<file path="config.mk">
export PLATFORM = sky130hd
export DESIGN_NAME = wr_burst_sched
export DESIGN_NICKNAME = d
export VERILOG_FILES = /design/src/rtl/wr_burst_sched.sv
export SDC_FILE = /design/constraint.sdc
export NUM_CORES = 1
export LEC_CHECK = 0
export BUFFER_PORTS_ARGS = -buffer_cell sky130_fd_sc_hd__buf_2
export CORE_AREA = 4 4 467 469
export DETAILED_ROUTE_END_ITERATION = 8
export DIE_AREA = 0 0 471 473
export SLEW_MARGIN = 5
export SYNTH_ARGS = -nofsm -noshare
export SYNTH_HDL_FRONTEND = slang
export SYNTH_SLANG_ARGS = --single-unit
</file>
<file path="constraint.sdc">
create_clock -name ui_clk -period 4.3 [get_ports ui_clk]
set_clock_uncertainty 0.2 [all_clocks]
set_input_delay 0.43 -clock ui_clk [delete_from_list [all_inputs] [get_ports ui_clk]]
set_output_delay 0.43 -clock ui_clk [all_outputs]
set_load 0.01 [all_outputs]
</file>
<file path="src/rtl/wr_burst_sched.sv">
// wr_burst_sched: schedules fixed-length MIG write bursts from an FWFT
// write-data FIFO. One 512-bit beat per command; the command and data
// channels are driven together and a beat is accepted only when both
// the MIG command and write-data interfaces are ready.
module wr_burst_sched #(
  parameter int unsigned BURST_LEN   = 32,
  parameter int unsigned ADDR_W      = 29,
  parameter int unsigned ADDR_STEP   = 8,
  parameter int unsigned BASE_ADDR   = 0,
  parameter int unsigned FRAME_BEATS = 1024
) (
  input  logic              ui_clk,
  input  logic              rst_n,
  input  logic              wr_en_i,
  input  logic [6:0]        fifo_rd_count,
  input  logic [511:0]      fifo_dout,
  input  logic [63:0]       fifo_mask,
  output logic              data_req,
  output logic              app_en,
  output logic [2:0]        app_cmd,
  output logic [ADDR_W-1:0] app_addr,
  input  logic              app_rdy,
  output logic              app_wdf_wren,
  output logic [511:0]      app_wdf_data,
  output logic [63:0]       app_wdf_mask,
  output logic              app_wdf_end,
  input  logic              app_wdf_rdy,
  output logic              busy,
  output logic              burst_done,
  output logic              frame_done
);

  localparam int unsigned FRAME_W = $clog2(FRAME_BEATS + 1);

  localparam logic [6:0]         BURST_LEN_C  = 7'(BURST_LEN);
  localparam logic [6:0]         BURST_LAST_C = 7'(BURST_LEN - 1);
  localparam logic [FRAME_W-1:0] FRAME_LAST_C = FRAME_W'(FRAME_BEATS - 1);
  localparam logic [ADDR_W-1:0]  BASE_C       = ADDR_W'(BASE_ADDR);
  localparam logic [ADDR_W-1:0]  STEP_C       = ADDR_W'(ADDR_STEP);

  typedef enum logic [1:0] {
    IDLE,
    WRITE,
    DONE
  } state_t;

  state_t state;
  state_t state_next;

  logic [6:0]         burst_cnt;
  logic [FRAME_W-1:0] frame_cnt;
  logic               accept;
  logic               burst_last;
  logic               frame_last;
  logic               burst_done_q;
  logic               frame_done_q;

  assign burst_last = (burst_cnt == BURST_LAST_C);
  assign frame_last = (frame_cnt == FRAME_LAST_C);

  // Data and mask pass straight through; the FWFT FIFO holds them until data_req.
  assign app_cmd      = '0;
  assign app_wdf_data = fifo_dout;
  assign app_wdf_mask = fifo_mask;
  assign burst_done   = burst_done_q;
  assign frame_done   = frame_done_q;

  // State register
  always_ff @(posedge ui_clk or negedge rst_n) begin
    if (!rst_n) begin
      state <= IDLE;
    end else begin
      state <= state_next;
    end
  end

  // Next-state logic: start only when a whole burst is already buffered
  always_comb begin
    state_next = state;
    unique case (state)
      IDLE:    if (wr_en_i && (fifo_rd_count >= BURST_LEN_C)) state_next = WRITE;
      WRITE:   if (accept && burst_last) state_next = DONE;
      DONE:    state_next = IDLE;
      default: state_next = IDLE;
    endcase
  end

  // Output decode: command/data valid for the whole WRITE state
  always_comb begin
    app_en       = 1'b0;
    app_wdf_wren = 1'b0;
    app_wdf_end  = 1'b0;
    accept       = 1'b0;
    data_req     = 1'b0;
    busy         = (state != IDLE);
    if (state == WRITE) begin
      app_en       = 1'b1;
      app_wdf_wren = 1'b1;
      app_wdf_end  = 1'b1;
      accept       = app_rdy && app_wdf_rdy;
      data_req     = app_rdy && app_wdf_rdy;
    end
  end

  // Beat/frame counters, address generation and completion pulses.
  // Both pulses are registered from the final accepted beat, so they
  // land in the single DONE cycle that follows it.
  always_ff @(posedge ui_clk or negedge rst_n) begin
    if (!rst_n) begin
      app_addr     <= BASE_C;
      burst_cnt    <= '0;
      frame_cnt    <= '0;
      burst_done_q <= 1'b0;
      frame_done_q <= 1'b0;
    end else begin
      burst_done_q <= accept && burst_last;
      frame_done_q <= accept && frame_last;
      if (accept) begin
        burst_cnt <= burst_last ? '0 : burst_cnt + 7'd1;
        if (frame_last) begin
          frame_cnt <= '0;
          app_addr  <= BASE_C;
        end else begin
          frame_cnt <= frame_cnt + FRAME_W'(1);
          app_addr  <= app_addr + STEP_C;
        end
      end
    end
  end

endmodule

</file>
# [Word-level counts from Yosys, hierarchy flattened]
# Cells that the tools add are included.
[classes] mux=8 order_cmp=1 reduce_logical=7 add_sub_neg=3 n_eq_ne=5
[ops] cell="adder 29 x 4 -> 29 bit, second input constant" count=1
[ops] cell="2-to-1 mux 29 bit" count=1
[ops] cell="adder 11 x 1 -> 11 bit, second input constant" count=1
[ops] cell="== test 11 x 10 -> 1 bit, second input constant" count=1
[ops] cell="2-to-1 mux 11 bit" count=1
[ops] cell="adder 7 x 1 -> 7 bit, second input constant" count=1
[ops] cell="== test 7 x 5 -> 1 bit, second input constant" count=1
[ops] cell="greater-or-equal comparator 7 x 6 -> 1 bit, second input constant" count=1
[ops] cell="2-to-1 mux 7 bit" count=1
[ops] cell="logical AND 1 bit" count=4
[ops] cell="2-to-1 mux 2 bit" count=2
[ops] cell="one-hot mux 2 bit (2 select lines)" count=1
[ops] cell="== test 2 x 1 -> 1 bit, second input constant" count=1
[ops] cell="zero test 2 bit" count=1
[ops] cell="2-to-1 mux 1 bit" count=2
[ops] cell="inequality test 2 x 1 -> 1 bit, second input constant" count=1
[ops] cell="inequality test 2 bit, second input constant" count=1
[ops] cell="AND reduction 2 bit" count=1
[ops] cell="nonzero test 2 bit" count=1
[word_totals] output_inout_bits=615 regBits=51 in_bits=588

# [Longest topological paths before layout]
# Gate-level depths: netlist (run 1).
[logic_depth] ltp_word=5 depth_mapped=7 mapped_depth_nobuf=5

# [Worst setup path after synthesis (run 1)]
# Ideal clock, no wire load.
[synth_path] path_type="register to register" from="register state[1]" to="register app_addr[27]" stages_incl_launch_ff=5 setup_ps=75 period_less_slack_ps=2058 slack_ps=2242 arrival_time_ps=1783 path_cell_list="dfrtp_1 -> nand4b_4 -> or4_4 -> or4_4 -> a21oi_2"
[synth_via] elab_chain_len=2
[synth_lines] element="from (decl)" line_no="47" source="state_t state;"
[synth_lines] element="from (signal assigned)" line_no="73" source="state <= state_next;"
[synth_lines] element="== test 2 x 1 -> 1 bit" line_no="96" source="if (state == WRITE) begin"
[synth_lines] element="2-to-1 mux 1 bit" line_no="96"
[synth_lines] element="to (signal assigned)" line_no="125" source="app_addr <= app_addr + STEP_C;"
[synth_lines] element="to (decl)" line_no="21" source="output logic [ADDR_W-1:0] app_addr,"
# Every way passes these cells.
# A chain may end at the register's enable or synchronous reset.

# [Worst setup path after layout (run 1)]
[layout_path] from="register state[1]" to="register app_addr[22]"
# The elaborated chain is that of the path after synthesis.

==> results of run 1 <==
## cell type report
| cell class | instances | area [um^2] |
|---|---|---|
| fillers | 25600 | 208000 |
| multi-input cells | 181 | 1120 |
| repair buffers | 42 | 218 |
| clock buffers | 6 | 139 |
| flip-flops and latches | 48 | 1200 |
| clock inverters | 1 | 8.76 |
| inverters | 7 | 26.3 |
| well taps | 2838 | 3550 |
## power breakdown
group          internal, mW  switching (mW)  leakage (nW)  total (mW)
Sequential            0.522          0.0985         0.639       0.621
Combinational         0.101           0.193         0.558       0.294
Clock                 0.230           0.170        0.0729       0.400
## metrics by stage
stage	power, mW	area, um^2
5_1_grt	1.39	6270
6_report	1.31	6270
3_5_place_dp	0.948	6120
3_3_place_gp	0.938	6120
2_1_floorplan	1.31	6770
4_1_cts	1.35	6270
## flip-flops by register name, indices dropped and copies added (netlist names)
| name | count |
|---|---|
| app_addr | 26 |
| frame_done | 1 |
| state | 2 |
| burst_cnt | 7 |
| frame_cnt | 11 |
| burst_done | 1 |
## worst max-delay path: cells and delay by family, from the launching register on
family | cells | cell delay (ps)
AOI/OAI and AO/OA | 1 | 150
and+or+nand+nor | 3 | 1560
DFF | 1 | 390
buffers and inverters | 1 | 160
## worst min path at each step
stage / from / end / slack [ps] / depth (start not counted)
CTS: rst_n / app_addr[28] / 70 / 2
global route: rst_n / app_addr[19] / 110 / 2
finish: rst_n / app_addr[28] / 50 / 2
global placement: frame_cnt[6] / frame_cnt[6] / 260 / 1
detailed placement: frame_cnt[6] / frame_cnt[6] / 260 / 1
floorplan: rst_n / app_addr[10] / -70 / 0
## cell families after synthesis
| logic type | count (synthesis) | synth area share |
|---|---|---|
| other | 1 | 0.000556 |
| and+or+nand+nor | 109 | 0.0903 |
| adders and majority gates | 4 | 0.00741 |
| DFF | 48 | 0.178 |
| AOI/OAI and AO/OA | 41 | 0.0378 |
| xor gates and xnor gates | 21 | 0.0272 |
| buffers and inverters | 600 | 0.659 |
## cell usage after synthesis
cell type / number
o22ai_1: 1
buf_4: 584
and4_1: 3
or2_2: 2
or3_1: 7
buf_1: 2
o21ai_0: 8
ha_1: 4
buf_2: 2
o31a_1: 1
nand4_1: 9
nor4_1: 4
a21oi_2: 2
a22o_1: 2
or4_4: 3
nand4b_1: 1
xor2_1: 4
nand4b_4: 1
o31ai_1: 12
nand2_1: 25
dfrtp_1: 48
and2_1: 2
or2b_1: 1
and3_1: 5
nor3_1: 6
or4_1: 10
a21oi_1: 15
xnor2_1: 17
clkbuf_1: 5
inv_1: 7
conb_1: 1
nand3_1: 13
nor2_1: 17
## per-layer routing
layer | track usage | part of all wire
met2 | 0.173 | 0.41
met4 | 0.0479 | 0.050
met1 | 0.0144 | 0.043
met5 | 0.0121 | 0.0027
met3 | 0.272 | 0.49
==> flow_metrics.env, run 1 <==
export IMPL_crit_path_start="state[1]"
export IMPL_ys_ff_latch=48
export IMPL_pin_count=1203
export IMPL_grt_max_degree=49
export IMPL_cts_resized=0
export IMPL_netlist_top_cells_area="buf_4, dfrtp_1, xnor2_1"
export IMPL_p_per_area_mw_per_mm2=210
export IMPL_clk_latency_ps=290
export IMPL_critical_path_endpoint="app_addr[22]"
export IMPL_yosysUniqueCellTypes=33
export IMPL_io_buffers=39
export IMPL_final_setup_viol_count=0
export IMPL_status="finished clean"
export IMPL_period_needed_ps=2540
export IMPL_clockRootBuffer="clkbuf_16"
export IMPL_clkTransAtPathRegs_ps=70
export IMPL_grt_pass1_wl_um=146000
export IMPL_ys_seq_area_frac=0.178
export IMPL_overflow=0
export IMPL_worstPathMaxFanout=18
export IMPL_ctsHoldBuffers=0
export IMPL_row_count=170
export IMPL_cts_tree="done"
export IMPL_clock_sinks=48
export IMPL_peakVddDrop_mv=0.178
export IMPL_pre_cts_slack_ps=1680
export IMPL_reg2reg_to="app_addr[22]"
export IMPL_vias=3443
export IMPL_rsz0062_at_grt="no"
export IMPL_antenna_found_initial=1
export IMPL_wire_per_inst_um=44.2
export IMPL_rrSetupSlack_ps=1760
export IMPL_tightest_slew_ps=649
export IMPL_synth_top_cell_area_share=0.649
export IMPL_cp_cell_sequence="nand4b_4, inv_1, nand4_1, or4_1, a21oi_1"
export IMPL_drv_slew=0
export IMPL_drive_gt1_frac=0.204
export IMPL_leakage_nw=1.27
export IMPL_path_class="flop to flop"
export IMPL_synth_cells=824
export IMPL_via_per_inst=1.10
export IMPL_cts_max_level=2
export IMPL_initial_utilization=0.0315
export IMPL_cts_buffers=5
export IMPL_netlist_area_mm2=0.00675
export IMPL_die_h_um=473
export IMPL_synth_avg_cell_area_um2=8.19
export IMPL_worst_slack_ps=1760
export IMPL_cpPeakStageDelay_ps=690
export IMPL_dp_cells=3116
export IMPL_fmax_ghz=0.394
export IMPL_die_area_mm2=0.223
export IMPL_finalNonFillerCells=3123
export IMPL_layout_common_cells="dfrtp_1, buf_2, nand2_1, xnor2_1, nor2_1"
export IMPL_timing_rr_start="state[1]"
export IMPL_core_mm2=0.214
export IMPL_hold_path_class="input pin to asynchronous set/reset pin"
export IMPL_final_common_cell="dfrtp_1"
export IMPL_drt_iter0_drc=243
export IMPL_hold_viol=0
export IMPL_grt_pass1_vias=3282
export IMPL_area_growth_pct=-7.15
export IMPL_yosys_warnings=0
export IMPL_cap_violations=0
export IMPL_tns_ps=0
export IMPL_insertedDiodeCount=0
export IMPL_required_ps=4320
export IMPL_startpoint_type="flop"
export IMPL_die_w_um=471
export IMPL_slew_headroom=0.563
export IMPL_clockBufferDepth=2
export IMPL_hpwl_um=134000
export IMPL_worst_hold_slack_ps=46.9
export IMPL_drc=0
export IMPL_critPathSlowestCell="or4_1"
export IMPL_reg2reg_depth=5
export IMPL_cts_setup_buffers=0
export IMPL_grt_usage=0.117
export IMPL_postLayoutCoreUtil=0.0293
export IMPL_cp_end_kind="flop"
export IMPL_gp_congestion=0.825
export IMPL_worstPathArrival_ps=2560
export IMPL_synth_area_leader_cell="buf_4"
export IMPL_final_nets=877
export IMPL_totalWireLength_um=138000
export IMPL_fin_crit_sh=0.591
export IMPL_ant_nets=0
export IMPL_dr_pass1_iters=4
Note: power is estimated with default switching activity, not from simulation.
==> inputs of run 2 (changes only) <==
--- a/config.mk
+++ b/config.mk
@@ -6,9 +6,9 @@
 export NUM_CORES = 1
 export LEC_CHECK = 0
 export BUFFER_PORTS_ARGS = -buffer_cell sky130_fd_sc_hd__buf_2
-export CORE_AREA = 4 4 467 469
+export CORE_AREA = 4 4 468 470
 export DETAILED_ROUTE_END_ITERATION = 8
-export DIE_AREA = 0 0 471 473
+export DIE_AREA = 0 0 472 474
 export SLEW_MARGIN = 5
 export SYNTH_ARGS = -nofsm -noshare
 export SYNTH_HDL_FRONTEND = slang
==> constraint.sdc (replaced) <==
create_clock -name ui_clk -period 2.3 [get_ports ui_clk]
set_clock_uncertainty 0.2 [all_clocks]
set_input_delay 0.23 -clock ui_clk [delete_from_list [all_inputs] [get_ports ui_clk]]
set_output_delay 0.23 -clock ui_clk [all_outputs]
set_load 0.01 [all_outputs]
==> run 2 against run 1 <==
  * Sequential power is 87% higher
  * Design area increased by 1.6%
  * Combinational power increased by 86%
  * Clock power rose by 110%
  * Die area up 0.42%
  * First-iteration DRC count decreased by 2.9%
  * Non-clock buffer count rose by 9
  * Critical path type unchanged
  * Largest cell class unchanged
  * Largest power group unchanged
==> flow_metrics.env, run 2 (synthesis results as in run 1) <==
export IMPL_slew_headroom=0.536
export IMPL_core_mm2=0.214
export IMPL_rrSetupSlack_ps=120
export IMPL_p_per_area_mw_per_mm2=399
export IMPL_reg2reg_depth=4
export IMPL_final_common_cell="dfrtp_1"
export IMPL_final_setup_viol_count=0
export IMPL_layout_common_cells="dfrtp_1, buf_2, nand2_1, xnor2_1, nor2_1"
export IMPL_drv_slew=0
export IMPL_gp_congestion=0.799
export IMPL_peakVddDrop_mv=0.314
export IMPL_cts_setup_buffers=0
export IMPL_totalWireLength_um=136000
export IMPL_tightest_slew_ps=696
export IMPL_fin_crit_sh=0.946
export IMPL_top_regs="app_addr: 26 flops, frame_cnt: 11 flops, burst_cnt: 7 flops"
export IMPL_startpoint_type="flop"
export IMPL_finalNonFillerCells=3133
export IMPL_worstPathArrival_ps=2200
export IMPL_final_nets=886
export IMPL_dp_cells=3124
export IMPL_die_h_um=474
export IMPL_grt_max_degree=29
export IMPL_grt_met3_usage=0.266
export IMPL_grt_pass1_wl_um=145000
export IMPL_initial_utilization=0.0315
export IMPL_path_class="flop to flop"
export IMPL_grt_usage=0.116
export IMPL_hold_viol=0
export IMPL_overflow=0
export IMPL_worstPathMaxFanout=5
export IMPL_cp_cell_sequence="nand4_1, or4_4, or4_4, a21oi_2"
export IMPL_via_per_inst=1.11
export IMPL_clock_sinks=48
export IMPL_pin_count=1203
export IMPL_die_w_um=472
export IMPL_p_total_mw=2.54
export IMPL_period_needed_ps=2180
export IMPL_cpMostUsedCell="or4_4"
export IMPL_reg2reg_to="app_addr[27]"
export IMPL_clk_latency_ps=290
export IMPL_tns_ps=0
export IMPL_drc=0
export IMPL_required_ps=2320
export IMPL_row_count=170
export IMPL_antenna_found_initial=0
export IMPL_hold_path_class="input pin to flop"
export IMPL_grt_pass1_vias=3456
export IMPL_area_growth_pct=-5.69
export IMPL_hp_start="wr_en_i"
export IMPL_leakage_nw=1.32
export IMPL_cts_tree="done"
export IMPL_hpwl_um=133000
export IMPL_fmax_ghz=0.460
export IMPL_die_area_mm2=0.224
export IMPL_status="finished clean"
export IMPL_clkTransAtPathRegs_ps=70
export IMPL_min_path_cells=3
export IMPL_drive_gt1_frac=0.224
export IMPL_gr_usage_met2=0.170
export IMPL_cap_violations=0
export IMPL_ant_nets=0
export IMPL_pre_cts_slack_ps=178
export IMPL_insertedDiodeCount=0
export IMPL_cp_end_kind="flop"
export IMPL_rsz0062_at_grt="no"
export IMPL_drt_iter0_drc=236
export IMPL_dr_pass1_iters=4
export IMPL_timing_rr_start="app_addr[23]"
export IMPL_critPathSlowestCell="or4_4"
export IMPL_cpPeakStageDelay_ps=590
export IMPL_gr_usage_met1=0.0169
export IMPL_clockRootBuffer="clkbuf_16"
export IMPL_regMostFlops="app_addr"
export IMPL_cts_max_level=2
export IMPL_io_buffers=39
export IMPL_top_usage_layer="met3"
export IMPL_worst_hold_slack_ps=91.3
export IMPL_vias=3480
export IMPL_largest_register_ffs=26
export IMPL_cts_buffers=5
export IMPL_clockBufferDepth=2
export IMPL_holdPathEnd="state[0]"
export IMPL_wire_per_inst_um=43.6
export IMPL_worst_slack_ps=124
[run 2: worst max path at each step]
stage                    to         start
2_1_floorplan  app_addr[27]      state[1]
5_1_grt        app_addr[23]      state[1]
4_1_cts        app_addr[27]  app_addr[23]
6_report       app_addr[27]  app_addr[23]
3_3_place_gp   app_addr[19]   app_wdf_rdy
3_5_place_dp   app_addr[19]   app_wdf_rdy
[run 2: power by group]
part / switching, mW / leakage [nW] / internal [mW]
registers: 0.180 / 0.639 / 0.977
logic: 0.354 / 0.604 / 0.193
clock network: 0.323 / 0.0808 / 0.512
total: 0.858 / 1.32 / 1.68
[run 2: cell type report]
cell class | instances | area (um^2)
Clock buffer | 6 | 129
Multi-Input combinational cell | 181 | 1120
Clock inverter | 2 | 35.0
Fill cell | 25600 | 208000
Sequential cell | 48 | 1200
Timing Repair Buffer | 51 | 300
Tap cell | 2838 | 3550
Inverter | 7 | 26.3
[run 2: timing repair]
item	CTS	global route
hold endpoints to repair	26	0
hold buffers	1	0
resized for setup	0	0
[run 2: through the flow]
stage / util / instance area (um^2)
2_1_floorplan: - / 6770
3_3_place_gp: 0.0289 / 6190
3_5_place_dp: 0.0289 / 6190
4_1_cts: 0.0297 / 6370
5_1_grt: 0.0297 / 6370
6_report: 0.0297 / 6370
[run 2: worst max-delay path, delay by kind of cell, from the launching register on]
kind	cells	cell delay, ps
AOI/OAI and AO/OA	1	150
DFF	1	410
and+or+nand+nor	3	1340
[run 2: routing by layer]
metal  share of wire  up-vias
met4           0.047        4
li1                -      972
met1           0.051     1187
met3            0.49      276
met5          0.0017        -
met2            0.41     1041
==> inputs of run 3 (changes only) <==
--- a/config.mk
+++ b/config.mk
@@ -6,9 +6,9 @@
 export NUM_CORES = 1
 export LEC_CHECK = 0
 export BUFFER_PORTS_ARGS = -buffer_cell sky130_fd_sc_hd__buf_2
-export CORE_AREA = 4 4 468 470
+export CORE_AREA = 4 4 469 471
 export DETAILED_ROUTE_END_ITERATION = 8
-export DIE_AREA = 0 0 472 474
+export DIE_AREA = 0 0 473 475
 export SLEW_MARGIN = 5
 export SYNTH_ARGS = -nofsm -noshare
 export SYNTH_HDL_FRONTEND = slang
==> constraint.sdc (replaced) <==
create_clock -name ui_clk -period 2.4 [get_ports ui_clk]
set_clock_uncertainty 0.2 [all_clocks]
set_input_delay 0.24 -clock ui_clk [delete_from_list [all_inputs] [get_ports ui_clk]]
set_output_delay 0.24 -clock ui_clk [all_outputs]
set_load 0.01 [all_outputs]
==> run 3 against run 2 <==
  * Sequential power decreased by 4%
  * Via count decreased by 2.1%
  * Clock power decreased by 4.3%
  * First-iteration DRC count decreased by 31%
  * Total power decreased by 3.8%
  * Global-route usage increased by 0.18 points
  * Count of clock-buffer cells in the layout unchanged
  * Routed wire length increased by 2.2%
  * Flip-flop and latch count unchanged
  * Die area increased by 0.42%
  * Critical path type unchanged
  * Critical endpoint is now app_addr[22]
==> flow_metrics.env, run 3 (synthesis results as in run 1) <==
export IMPL_worst_hold_slack_ps=199
export IMPL_final_nets=881
export IMPL_cap_violations=0
export IMPL_largest_register_ffs=26
export IMPL_cts_tree="done"
export IMPL_worst_slack_ps=166
export IMPL_slew_headroom=0.548
export IMPL_clockBufferDepth=2
export IMPL_via_per_inst=1.08
export IMPL_dp_cells=3135
export IMPL_top_regs="app_addr: 26 flops, frame_cnt: 11 flops, burst_cnt: 7 flops"
export IMPL_antenna_found_initial=1
export IMPL_clk_latency_ps=290
export IMPL_hold_path_class="input pin to asynchronous set/reset pin"
export IMPL_drv_slew=0
export IMPL_overflow=0
export IMPL_timing_rr_start="app_addr[8]"
export IMPL_grt_max_degree=36
export IMPL_ctsHoldBuffers=1
export IMPL_drt_iter0_drc=163
export IMPL_clockRootBuffer="clkbuf_16"
export IMPL_grt_pass1_wl_um=147000
export IMPL_final_common_cell="dfrtp_1"
export IMPL_stdcell_area_mm2=0.00635
export IMPL_required_ps=2420
export IMPL_leakage_nw=1.30
export IMPL_die_h_um=475
export IMPL_die_area_mm2=0.225
export IMPL_ant_nets=0
export IMPL_period_needed_ps=2230
export IMPL_initial_utilization=0.0312
export IMPL_clkTransAtPathRegs_ps=70
export IMPL_totalWireLength_um=140000
export IMPL_reg2reg_to="app_addr[22]"
export IMPL_p_per_area_mw_per_mm2=385
export IMPL_fmax_ghz=0.448
export IMPL_cts_setup_buffers=0
export IMPL_wire_per_inst_um=44.4
export IMPL_cts_buffers=5
export IMPL_peakVddDrop_mv=0.245
export IMPL_rrSetupSlack_ps=170
export IMPL_dr_pass1_iters=8
export IMPL_path_class="flop to flop"
export IMPL_hold_viol=0
export IMPL_rsz0062_at_grt="no"
export IMPL_clock_sinks=48
export IMPL_gp_congestion=0.787
export IMPL_drc=0
export IMPL_grt_usage=0.118
export IMPL_io_buffers=39
export IMPL_grt_pass1_vias=3302
export IMPL_finalNonFillerCells=3144
export IMPL_layout_common_cells="dfrtp_1, buf_2, nand2_1, xnor2_1, nor2_1"
export IMPL_die_w_um=473
export IMPL_tns_ps=0
export IMPL_status="finished clean"
export IMPL_cts_resized=0
export IMPL_cts_max_level=2
export IMPL_reg2reg_depth=4
export IMPL_worstPathArrival_ps=2250
export IMPL_pre_cts_slack_ps=149
export IMPL_cp_end_kind="flop"
export IMPL_pin_count=1203
export IMPL_final_setup_viol_count=0
export IMPL_row_count=171
export IMPL_insertedDiodeCount=0
export IMPL_vias=3406
export IMPL_hpwl_um=136000
export IMPL_worstPathMaxFanout=13
export IMPL_startpoint_type="flop"
export IMPL_postPlaceCellArea_mm2=0.00617
export IMPL_tightest_slew_ps=670
export IMPL_fin_crit_sh=0.931
export IMPL_core_mm2=0.216
export IMPL_drive_gt1_frac=0.210
export IMPL_regMostFlops="app_addr"
export IMPL_area_growth_pct=-5.95
-- run 3: changes by cell type in the layout (fill, tap and decap cells not counted), sizes merged --
cell / before / now
buf: 50 / 45
-- run 3: worst max-delay path, stage by stage, from the launching register on --
cell and delay [ps]:
dfrtp_1 430, and4_1 340, nand4_1 460, or4_1 570, a21oi_1 160
-- run 3: through the flow --
| stage | power [mW] | utilization |
|---|---|---|
| 3_3_place_gp | 1.70 | 0.0286 |
| 4_1_cts | 2.51 | 0.0294 |
| 6_report | 2.44 | 0.0294 |
| 2_1_floorplan | 2.35 | - |
| 5_1_grt | 2.58 | 0.0294 |
| 3_5_place_dp | 1.71 | 0.0286 |
-- run 3: area by class of cell --
type	instances	area, um^2
fillers	25800	210000
well taps	2854	3570
flip-flops and latches	48	1200
multi-input cells	181	1120
repair buffers	46	263
clock buffers	6	129
clock inverters	2	35.0
inverters	7	26.3
-- run 3: layer usage --
metal  track usage  routed length, um
met4        0.0464               6490
met2         0.178              59500
met3         0.268              67000
met1        0.0146               6420
met5       0.00476                112
-- run 3: worst max-delay path by stage --
| stage | from | to | slack (ps) | depth (start not counted) |
|---|---|---|---|---|
| 2_1_floorplan | state[1] | app_addr[27] | 340 | 4 |
| 6_report | app_addr[8] | app_addr[22] | 170 | 4 |
| 4_1_cts | app_addr[8] | app_addr[22] | 160 | 4 |
| 5_1_grt | app_addr[8] | app_addr[22] | 20 | 4 |
| 3_3_place_gp | app_addr[8] | app_addr[22] | 240 | 4 |
| 3_5_place_dp | app_addr[8] | app_addr[26] | 150 | 4 |
-- run 3: report_power, final --
group	total (mW)	internal [mW]	leakage, nW	switching, mW
clock	0.800	0.491	0.0808	0.310
combinational	0.531	0.185	0.579	0.346
sequential	1.11	0.936	0.639	0.176
